`config.mk`:
```
export PLATFORM = sky130hd
export DESIGN_NAME = uart_io_port
export DESIGN_NICKNAME = d
export VERILOG_FILES = /design/src/rtl/uart_io_port.sv
export SDC_FILE = /design/constraint.sdc
export NUM_CORES = 1
export LEC_CHECK = 0
export BUFFER_PORTS_ARGS = -buffer_cell sky130_fd_sc_hd__buf_2
export CORE_ASPECT_RATIO = 1.5
export CORE_MARGIN = 2
export CORE_UTILIZATION = 56
export DETAILED_ROUTE_END_ITERATION = 7
export PLACE_DENSITY = 0.75
export SLEW_MARGIN = 20
export SYNTH_ARGS = -nofsm -noshare
export SYNTH_HDL_FRONTEND = slang
export SYNTH_SLANG_ARGS = --single-unit
```
`constraint.sdc`:
```
create_clock -name clk100 -period 2.85 [get_ports clk100]
set_clock_uncertainty 0.1 [all_clocks]
set_input_delay 0.1425 -clock clk100 [delete_from_list [all_inputs] [get_ports clk100]]
set_output_delay 0.1425 -clock clk100 [all_outputs]
set_load 0.1 [all_outputs]
```
`src/rtl/uart_io_port.sv`:
```
// uart_io_port: IO-bus responder with TX/RX byte FIFOs and an 8N1 UART.
// Optional macro UART_STATUS_REG_EN maps sticky error flags and a status register at port 0x04.
module uart_io_port #(
  parameter int CLKS_PER_BIT = 868,
  parameter int TX_DEPTH     = 16,
  parameter int RX_DEPTH     = 16
) (
  input  logic       clk100,
  input  logic       reset,
  input  logic [7:0] IO_port_ID,
  input  logic [7:0] IO_write_data,
  input  logic       IO_write_strobe,
  input  logic       IO_read_strobe,
  output logic [7:0] IO_read_data,
  input  logic       uart_rx,
  output logic       uart_tx
);
  localparam int CW  = $clog2(CLKS_PER_BIT);
  localparam int TAW = $clog2(TX_DEPTH);
  localparam int RAW = $clog2(RX_DEPTH);
  localparam logic [CW-1:0] CNT_LAST = CW'(CLKS_PER_BIT - 1);
  localparam logic [CW-1:0] CNT_HALF = CW'(CLKS_PER_BIT / 2 - 1);

  typedef enum logic [1:0] {IDLE, START, DATA, STOP} uart_st_t;

  // Strobe edge detect: side effects fire once per strobe assertion.
  logic wr_q, rd_q, wr_edge, rd_edge;
  always_ff @(posedge clk100 or posedge reset)
    if (reset) begin
      wr_q <= 1'b0;
      rd_q <= 1'b0;
    end else begin
      wr_q <= IO_write_strobe;
      rd_q <= IO_read_strobe;
    end
  assign wr_edge = IO_write_strobe & ~wr_q;
  assign rd_edge = IO_read_strobe & ~rd_q;

  // TX FIFO
  logic [7:0]   tx_mem [TX_DEPTH];
  logic [TAW:0] tx_wptr, tx_rptr;
  logic         tx_empty, tx_full, tx_push, tx_pop;
  logic [7:0]   tx_head;
  assign tx_empty = (tx_wptr == tx_rptr);
  assign tx_full  = (tx_wptr[TAW] != tx_rptr[TAW]) && (tx_wptr[TAW-1:0] == tx_rptr[TAW-1:0]);
  assign tx_push  = wr_edge && (IO_port_ID == 8'h01) && !tx_full;
  assign tx_head  = tx_mem[tx_rptr[TAW-1:0]];

  always_ff @(posedge clk100)
    if (tx_push) tx_mem[tx_wptr[TAW-1:0]] <= IO_write_data;

  always_ff @(posedge clk100 or posedge reset)
    if (reset) begin
      tx_wptr <= '0;
      tx_rptr <= '0;
    end else begin
      if (tx_push) tx_wptr <= tx_wptr + 1'b1;
      if (tx_pop)  tx_rptr <= tx_rptr + 1'b1;
    end

  // TX serialiser; uart_tx is registered so it is glitch-free and resets high at once.
  uart_st_t      tx_st, tx_st_n;
  logic [CW-1:0] tx_cnt, tx_cnt_n;
  logic [2:0]    tx_bit, tx_bit_n;
  logic [7:0]    tx_sh, tx_sh_n;
  logic          tx_n;

  always_ff @(posedge clk100 or posedge reset)
    if (reset) begin
      tx_st   <= IDLE;
      tx_cnt  <= '0;
      tx_bit  <= '0;
      tx_sh   <= '0;
      uart_tx <= 1'b1;
    end else begin
      tx_st   <= tx_st_n;
      tx_cnt  <= tx_cnt_n;
      tx_bit  <= tx_bit_n;
      tx_sh   <= tx_sh_n;
      uart_tx <= tx_n;
    end

  always_comb begin
    tx_st_n  = tx_st;
    tx_cnt_n = tx_cnt + 1'b1;
    tx_bit_n = tx_bit;
    tx_sh_n  = tx_sh;
    tx_n     = uart_tx;
    tx_pop   = 1'b0;
    case (tx_st)
      IDLE: begin
        tx_cnt_n = '0;
        if (!tx_empty) begin
          tx_pop  = 1'b1;
          tx_sh_n = tx_head;
          tx_st_n = START;
          tx_n    = 1'b0;
        end
      end
      START:
        if (tx_cnt == CNT_LAST) begin
          tx_cnt_n = '0;
          tx_bit_n = '0;
          tx_st_n  = DATA;
          tx_n     = tx_sh[0];
        end
      DATA:
        if (tx_cnt == CNT_LAST) begin
          tx_cnt_n = '0;
          if (tx_bit == 3'd7) begin
            tx_st_n = STOP;
            tx_n    = 1'b1;
          end else begin
            tx_bit_n = tx_bit + 1'b1;
            tx_sh_n  = tx_sh >> 1;
            tx_n     = tx_sh[1];
          end
        end
      STOP:
        if (tx_cnt == CNT_LAST) begin
          tx_cnt_n = '0;
          // Back-to-back frames: next start bit follows the stop bit directly.
          if (!tx_empty) begin
            tx_pop  = 1'b1;
            tx_sh_n = tx_head;
            tx_st_n = START;
            tx_n    = 1'b0;
          end else begin
            tx_st_n = IDLE;
          end
        end
      default: tx_st_n = IDLE;
    endcase
  end

  // RX synchroniser, reset to the idle-high line level.
  logic [1:0] rx_sync;
  logic       rx_s;
  always_ff @(posedge clk100 or posedge reset)
    if (reset) rx_sync <= 2'b11;
    else       rx_sync <= {rx_sync[0], uart_rx};
  assign rx_s = rx_sync[1];

  uart_st_t      rx_st, rx_st_n;
  logic [CW-1:0] rx_cnt, rx_cnt_n;
  logic [2:0]    rx_bit, rx_bit_n;
  logic [7:0]    rx_sh, rx_sh_n;
  logic          rx_done;

  always_ff @(posedge clk100 or posedge reset)
    if (reset) begin
      rx_st  <= IDLE;
      rx_cnt <= '0;
      rx_bit <= '0;
      rx_sh  <= '0;
    end else begin
      rx_st  <= rx_st_n;
      rx_cnt <= rx_cnt_n;
      rx_bit <= rx_bit_n;
      rx_sh  <= rx_sh_n;
    end

  always_comb begin
    rx_st_n  = rx_st;
    rx_cnt_n = rx_cnt + 1'b1;
    rx_bit_n = rx_bit;
    rx_sh_n  = rx_sh;
    rx_done  = 1'b0;
    case (rx_st)
      IDLE: begin
        rx_cnt_n = '0;
        if (!rx_s) rx_st_n = START;
      end
      START:
        if (rx_cnt == CNT_HALF) begin
          rx_cnt_n = '0;
          rx_bit_n = '0;
          rx_st_n  = rx_s ? IDLE : DATA;
        end
      DATA:
        if (rx_cnt == CNT_LAST) begin
          rx_cnt_n = '0;
          rx_sh_n  = {rx_s, rx_sh[7:1]};
          if (rx_bit == 3'd7) rx_st_n = STOP;
          else                rx_bit_n = rx_bit + 1'b1;
        end
      STOP:
        if (rx_cnt == CNT_LAST) begin
          rx_st_n = IDLE;
          rx_done = rx_s;
        end
      default: rx_st_n = IDLE;
    endcase
  end

  // RX FIFO; a same-cycle pop makes room for a push into a full FIFO.
  logic [7:0]   rx_mem [RX_DEPTH];
  logic [RAW:0] rx_wptr, rx_rptr;
  logic         rx_empty, rx_full, rx_push, rx_pop;
  logic [7:0]   rx_head;
  assign rx_empty = (rx_wptr == rx_rptr);
  assign rx_full  = (rx_wptr[RAW] != rx_rptr[RAW]) && (rx_wptr[RAW-1:0] == rx_rptr[RAW-1:0]);
  assign rx_pop   = rd_edge && (IO_port_ID == 8'h01) && !rx_empty;
  assign rx_push  = rx_done && (!rx_full || rx_pop);
  assign rx_head  = rx_mem[rx_rptr[RAW-1:0]];

  always_ff @(posedge clk100)
    if (rx_push) rx_mem[rx_wptr[RAW-1:0]] <= rx_sh;

  always_ff @(posedge clk100 or posedge reset)
    if (reset) begin
      rx_wptr <= '0;
      rx_rptr <= '0;
    end else begin
      if (rx_push) rx_wptr <= rx_wptr + 1'b1;
      if (rx_pop)  rx_rptr <= rx_rptr + 1'b1;
    end

`ifdef UART_STATUS_REG_EN
  logic       overrun, framing_err, frame_ev, ovr_ev, stat_clr;
  logic [7:0] status;
  assign frame_ev = (rx_st == STOP) && (rx_cnt == CNT_LAST) && !rx_s;
  assign ovr_ev   = rx_done && rx_full && !rx_pop;
  assign stat_clr = rd_edge && (IO_port_ID == 8'h04);

  // A flag event in the clearing cycle wins over the clear.
  always_ff @(posedge clk100 or posedge reset)
    if (reset) begin
      overrun     <= 1'b0;
      framing_err <= 1'b0;
    end else begin
      if (ovr_ev)        overrun <= 1'b1;
      else if (stat_clr) overrun <= 1'b0;
      if (frame_ev)      framing_err <= 1'b1;
      else if (stat_clr) framing_err <= 1'b0;
    end

  assign status = {overrun, framing_err, rx_st != IDLE, tx_st != IDLE,
                   rx_full, !rx_empty, tx_full, tx_empty};
`endif

  always_comb begin
    IO_read_data = 8'h00;
    if (IO_read_strobe)
      case (IO_port_ID)
        8'h01:   IO_read_data = rx_empty ? 8'h00 : rx_head;
        8'h02:   IO_read_data = rx_empty ? 8'h00 : 8'hFF;
        8'h03:   IO_read_data = tx_full  ? 8'hFF : 8'h00;
`ifdef UART_STATUS_REG_EN
        8'h04:   IO_read_data = status;
`endif
        default: IO_read_data = 8'hFF;
      endcase
  end

endmodule

```
==> results of run 1 <==
[Yosys cell counts (all sizes together), types with 13 or more instances]
| cell type | count |
|---|---|
| edfxtp | 256 |
| xnor2 | 19 |
| mux2 | 16 |
| nor2 | 37 |
| xor2 | 24 |
| o21ai | 25 |
| mux2i | 15 |
| ha | 22 |
| and3 | 21 |
| nand3 | 24 |
| nand2 | 25 |
| and2 | 13 |
| mux4 | 63 |
| inv | 23 |
| clkbuf | 29 |
| dfrtp | 68 |
[cell type report]
cell class              instances  area share (%)
repair buffers                101            5.68
well taps                     324            2.52
diodes                          1          0.0156
clock buffers                  38            4.98
flip-flops and latches        327            58.9
clock inverters                16            1.24
inverters                      23           0.537
multi-input cells             433            26.2
[power groups by stage]
| stage | clock network (mW) | logic, mW | registers, mW |
|---|---|---|---|
| finish | 4.06 | 2.38 | 5.39 |
| global route | 4.29 | 2.60 | 5.40 |
| CTS | 4.12 | 2.37 | 5.39 |
| detailed placement | 0 | 2.31 | 5.49 |
| global placement | 0 | 2.28 | 5.49 |
| floorplan | 0 | 1.68 | 5.49 |
[final timing paths]
path                                              from                endpoint  slack [ns]  cells after the start
worst max-delay path            rx_rptr[0]$_DFFE_PP0P_         IO_read_data[5]       -0.02                      7
worst min-delay path                     IO_port_ID[5]  rx_rptr[0]$_DFFE_PP0P_        0.12                      5
worst max register to register     rx_cnt[3]$_DFF_PP0_  rx_mem[9][1]$_DFFE_PP_        0.19                      5
worst min register to register    rx_sync[0]$_DFF_PP1_    rx_sync[1]$_DFF_PP1_        0.26                      0
max in group asynchronous                        reset  tx_rptr[0]$_DFFE_PP0P_        1.66                      4
min in group asynchronous                        reset    rx_sh[0]$_DFFE_PP0P_        0.32                      4
[sequential cells by signal, summed over array words and instances (netlist names), 3 cells and up, named ones only]
| signal | count |
|---|---|
| tx_sh | 8 |
| tx_cnt | 10 |
| rx_sh | 8 |
| rx_rptr | 5 |
| rx_cnt | 10 |
| rx_wptr | 5 |
| tx_mem | 128 |
| tx_rptr | 5 |
| rx_mem | 128 |
| rx_bit | 3 |
| tx_bit | 3 |
| tx_wptr | 5 |
[worst reg2reg max path, cell delays in order, from the launching register on]
cell and delay, ns:
dfrtp_1 0.42, or3b_1 0.42, nor4b_2 0.31, nand4_1 0.26, nor4b_2 0.43, and2_1 0.39
[routing by layer]
metal | vias up | wire length [um] | global-route usage [%]
met5 | - | 0 | 0
met4 | 0 | 1080 | 8.52
met3 | 58 | 1290 | 2.16
met2 | 229 | 16400 | 44.5
met1 | 3785 | 10400 | 26.2
li1 | 3408 | - | -
[what timing repair did]
action / in CTS / in global routing
hold buffers: 12 / 0
gates resized for setup: 6 / 20
pin swaps: 0 / 2
buffers inserted: 4 / 4
endpoints found under the hold margin: 199 / 0
endpoints found under the setup margin: 8 / 116
gates cloned: 2 / 1
[metrics by stage]
step,area (um^2),worst slack (ns),cells
3_3_place_gp,14800,0.0869,1188
4_1_cts,16000,-0.0397,1260
6_report,16100,-0.0219,1263
3_5_place_dp,14800,-0.0268,1188
5_1_grt,16100,-0.0613,1262
2_1_floorplan,13800,-0.187,822
[logic make-up (layout without fill, tap and decap cells)]
logic type | count (synthesis) | after routing | share of synthesized area [%]
AO/OA/AOI/OAI | 85 | 85 | 4.37
XOR/XNOR | 43 | 43 | 2.78
adder cells (fa/ha/maj) | 22 | 22 | 1.99
buffers and inverters | 62 | 178 | 1.78
flip-flops | 327 | 327 | 68.5
multiplexers | 94 | 94 | 12.7
other | 0 | 1 | 0
AND/OR/NAND/NOR | 189 | 189 | 7.89
==> flow_metrics.env, run 1 <==
export IMPL_cp_required_ns=2.61
export IMPL_p_sw_share_pct=26.7
export IMPL_syn_area_per_cell_um2=16.8
export IMPL_fp_dieH_um=196
export IMPL_antenna_found_initial=0
export IMPL_synth_flop_cell="edfxtp_1"
export IMPL_ys_top_cells_by_area="edfxtp_1 (56%), dfrtp_1 (12%), mux4_2 (10%), ha_1 (2.0%), xor2_1 (1.5%)"
export IMPL_cts_root_buf="clkbuf_16"
export IMPL_arrival_ns=2.63
export IMPL_intPower_mw=8.67
export IMPL_crit_slowest_cell="mux4_2"
export IMPL_h_tree_depth=1
export IMPL_track_usage_pct=22.9
export IMPL_worst_pin_slew_ns=0.918
export IMPL_worst_slack_ns=-0.0219
export IMPL_drcViolationCount=0
export IMPL_finalCritPeriodShare_pct=101
export IMPL_vdd_drop_max_mv=0.607
export IMPL_path_common_cell="buf_12"
export IMPL_drt_total_wl_um=29100
export IMPL_crit_family="multiplexers"
export IMPL_clkLatencyLatePin_ns=0.56
export IMPL_max_freq_mhz=348
export IMPL_period_needed_ns=2.87
export IMPL_critPathCaptureType="output pin"
export IMPL_netlist_area_um2=13800
export IMPL_hold_violations=0
export IMPL_maxCapViolations=0
export IMPL_drtAntennaViolNets=0
export IMPL_yosys_area_top_type_share_pct=55.6
export IMPL_nets=958
export IMPL_timing_hold_ws_ns=0.118
export IMPL_p_per_area_nw_per_um2=735
export IMPL_seq_area_frac_synth_pct=68.5
export IMPL_failed_checks="setup timing"
export IMPL_gp_congestion=0.870
export IMPL_ys_ff_latch=327
export IMPL_yosys_warnings=0
export IMPL_relSlewSlack_pct=38.8
export IMPL_path_cells="buf_12 -> buf_12 -> mux4_2 -> mux4_2 -> inv_2 -> o21ai_2 -> buf_12"
export IMPL_p_comb_share_pct=20.1
export IMPL_syn2layout_area_growth_pct=16.5
export IMPL_rsz0062_at_grt="yes"
export IMPL_max_stage_delay_ns=0.57
export IMPL_core_rowCount=70
export IMPL_timing_worst_setup_path_type="register to output pin"
export IMPL_drive_gt1_share_pct=27.5
export IMPL_yosys_area_top_type="edfxtp_1"
export IMPL_wire_per_inst_um=23.1
export IMPL_outcome="complete, but fails checks"
export IMPL_routed_via_density=5.92
export IMPL_cp_start_kind="register"
export IMPL_multiInputGateArea_um2=4210
export IMPL_cts_sinks=327
export IMPL_synth_edf_count=256
export IMPL_fin_util_pct=66.1
export IMPL_totalNegativeSetupSlack_ns=-0.0582
export IMPL_hpwl_um=19300
export IMPL_finalPower_mw=11.8
export IMPL_p_switching_mw=3.16
export IMPL_clockPowerShare_pct=34.3
export IMPL_ios=30
export IMPL_overflow=0
export IMPL_synth_fp_nets=865
export IMPL_grt_pass1_wl_um=44800
export IMPL_num_vias=7480
export IMPL_grt_max_degree=72
export IMPL_p_seq_share_pct=45.6
export IMPL_ff_latch_area_um2=9470
export IMPL_core_um2=24300
export IMPL_synth_cell_types=63
export IMPL_setup_viol=3
export IMPL_die_w_um=132
export IMPL_critical_path_max_fanout=8
export IMPL_clk_pin_slew_worst_paths_ns=0.06
export IMPL_cts_tree="built"
export IMPL_initial_core_util_pct=56.7
export IMPL_async_flop_share_pct=21.7
export IMPL_grt_pass1_vias=7738
export IMPL_leakage_nw=6.10
export IMPL_syn_inst=822
export IMPL_cts_buffers=29
export IMPL_drtIter0Drc=462
export IMPL_max_clock_path_buffers=3
export IMPL_critPathBufInv=4
export IMPL_final_cell_mix="edfxtp_1 (256), dfrtp_1 (66), mux4_2 (63), buf_4 (52), nor2_1 (37)"
export IMPL_fillers=1689
export IMPL_min_path_type="primary input to register"
export IMPL_dr_pass1_iters=5
export IMPL_finalMaxSlewViolations=0
export IMPL_final_common_cell="edfxtp_1"
export IMPL_port_buffers=29
export IMPL_fp_dieArea_um2=26000
(Power assumes the default switching activity.)
==> run 2, diff against run 1 <==
--- a/config.mk
+++ b/config.mk
@@ -10,7 +10,7 @@
 export CORE_MARGIN = 2
 export CORE_UTILIZATION = 56
 export DETAILED_ROUTE_END_ITERATION = 7
-export PLACE_DENSITY = 0.75
+export PLACE_DENSITY_LB_ADDON = 0.3
 export SLEW_MARGIN = 20
 export SYNTH_ARGS = -nofsm -noshare
 export SYNTH_HDL_FRONTEND = slang
==> run 2 against run 1 <==
The flow still finishes with violations (setup timing). Maximum frequency shrank 1.5%. Sequential power is essentially flat. Routed wire length grew 1.0%. Clock power shrank 6.2%. Largest cell class unchanged. Global-route usage grew 0.15 points. Cell count shrank 0.48%. Critical endpoint is now IO_read_data[4]. Power shrank 2.1%. Sequential cell count is the same. Via count grew 1.4%. Sequential share of layout area grew 0.38 points.
==> flow_metrics.env, run 2 (synthesized netlist as in run 1, its figures left out) <==
export IMPL_max_clock_path_buffers=3
export IMPL_drcViolationCount=0
export IMPL_p_per_area_nw_per_um2=724
export IMPL_timing_worst_setup_path_type="register to output pin"
export IMPL_clkLatencyLatePin_ns=0.54
export IMPL_arrival_ns=2.67
export IMPL_hold_violations=0
export IMPL_drtAntennaViolNets=0
export IMPL_clk_pin_slew_worst_paths_ns=0.06
export IMPL_routed_via_density=6.04
export IMPL_finalMaxSlewViolations=0
export IMPL_cp_start_kind="register"
export IMPL_core_rowCount=70
export IMPL_fp_dieArea_um2=26000
export IMPL_fp_dieH_um=196
export IMPL_critPathCaptureType="output pin"
export IMPL_cts_buffers=29
export IMPL_grt_pass1_wl_um=45600
export IMPL_cts_sinks=327
export IMPL_final_cell_mix="edfxtp_1 (256), dfrtp_1 (64), mux4_2 (63), buf_4 (45), nor2_1 (37)"
export IMPL_grt_pass1_vias=7973
export IMPL_grt_max_degree=41
export IMPL_syn2layout_area_growth_pct=15.7
export IMPL_diodes=0
export IMPL_setup_viol=6
export IMPL_final_common_cell="edfxtp_1"
export IMPL_critical_path_max_fanout=8
export IMPL_cts_tree="built"
export IMPL_cts_root_buf="clkbuf_16"
export IMPL_antenna_found_initial=1
export IMPL_nets=954
export IMPL_timing_hold_ws_ns=0.0586
export IMPL_finalPower_mw=11.6
export IMPL_drt_total_wl_um=29500
export IMPL_overflow=0
export IMPL_max_freq_mhz=343
export IMPL_track_usage_pct=23.1
export IMPL_cp_required_ns=2.61
export IMPL_num_vias=7587
export IMPL_ios=30
export IMPL_wire_per_inst_um=23.4
export IMPL_dr_pass1_iters=5
export IMPL_vdd_drop_max_mv=0.590
export IMPL_failed_checks="setup timing"
export IMPL_gp_congestion=0.890
export IMPL_initial_core_util_pct=56.7
export IMPL_relSlewSlack_pct=47.7
export IMPL_drtIter0Drc=648
export IMPL_hpwl_um=20100
export IMPL_port_buffers=29
export IMPL_fillers=1680
export IMPL_h_tree_depth=1
export IMPL_leakage_nw=6.04
export IMPL_die_w_um=132
export IMPL_worst_pin_slew_ns=0.785
export IMPL_drive_gt1_share_pct=26.5
export IMPL_outcome="complete, but fails checks"
export IMPL_worst_slack_ns=-0.0649
export IMPL_rsz0062_at_grt="yes"
export IMPL_min_path_type="primary input to asynchronous set/reset pin"
export IMPL_maxCapViolations=0
export IMPL_finalCritPeriodShare_pct=102
export IMPL_period_needed_ns=2.91
export IMPL_core_um2=24300
[run 2: stage by stage]
step / setup slack, ns / cells / util (%) / cell area (um^2) / setup TNS (ns)
after floorplan: -0.187 / 822 / - / 13800 / -5.44
after global placement: 0.0433 / 1181 / 60.5 / 14700 / 0
after detailed placement: -0.0249 / 1181 / 60.5 / 14700 / -0.311
after CTS: -0.0355 / 1250 / 65.1 / 15900 / -0.198
after global routing: -0.0967 / 1257 / 65.7 / 16000 / -0.600
final: -0.0649 / 1257 / 65.7 / 16000 / -0.239
[run 2: routing by layer]
metal  up-vias  GRT usage (%)  share of wire [%]
met5         -              0              0.044
met4         2           8.72                3.7
met3        70           3.09                4.6
met2       236           42.8                 55
met1      3869           27.4                 37
li1       3410              -                  -
[run 2: what timing repair did]
action                     in CTS  in global routing
hold endpoints to repair      201                  0
resized for setup              12                 10
setup buffers                   3                  6
setup endpoints to repair       8                136
hold buffers                   12                  0
pin swaps                       1                  1
gates cloned                    1                  2
[run 2: worst max-delay path: stages, from the launching register on]
cell and delay [ns]:
dfrtp_2 0.46, buf_12 0.14, clkbuf_16 0.16, mux4_2 0.53
mux4_2 0.51, inv_2 0.08, o21ai_2 0.07, buf_12 0.18
[run 2: final timing paths]
check / from / endpoint / slack (ns) / depth (start not counted)
max: rx_rptr[0]$_DFFE_PP0P_ / IO_read_data[4] / -0.06 / 7
min: reset / rx_sh[7]$_DFFE_PP0P_ / 0.06 / 3
max reg2reg: rx_cnt[3]$_DFF_PP0_ / rx_mem[0][3]$_DFFE_PP_ / 0.11 / 6
min reg2reg: rx_sync[0]$_DFF_PP1_ / rx_sync[1]$_DFF_PP1_ / 0.26 / 0
max in group asynchronous: reset / tx_wptr[3]$_DFFE_PP0P_ / 1.94 / 4
min in group clk100: IO_port_ID[2] / rx_rptr[0]$_DFFE_PP0P_ / 0.13 / 5
[run 2: power by group]
part / leakage, nW / switching (mW) / internal (mW)
Combinational: 2.05 / 1.31 / 1.07
Sequential: 3.55 / 0.125 / 5.27
Clock: 0.443 / 1.63 / 2.18
[run 2: area by class of cell]
| type | count | area [um^2] | area share, % |
|---|---|---|---|
| Multi-Input combinational cell | 433 | 4160 | 26.0 |
| Clock inverter | 14 | 156 | 0.978 |
| Tap cell | 324 | 405 | 2.54 |
| Sequential cell | 327 | 9470 | 59.2 |
| Inverter | 23 | 86.3 | 0.540 |
| Timing Repair Buffer | 97 | 936 | 5.85 |
| Clock buffer | 39 | 773 | 4.84 |
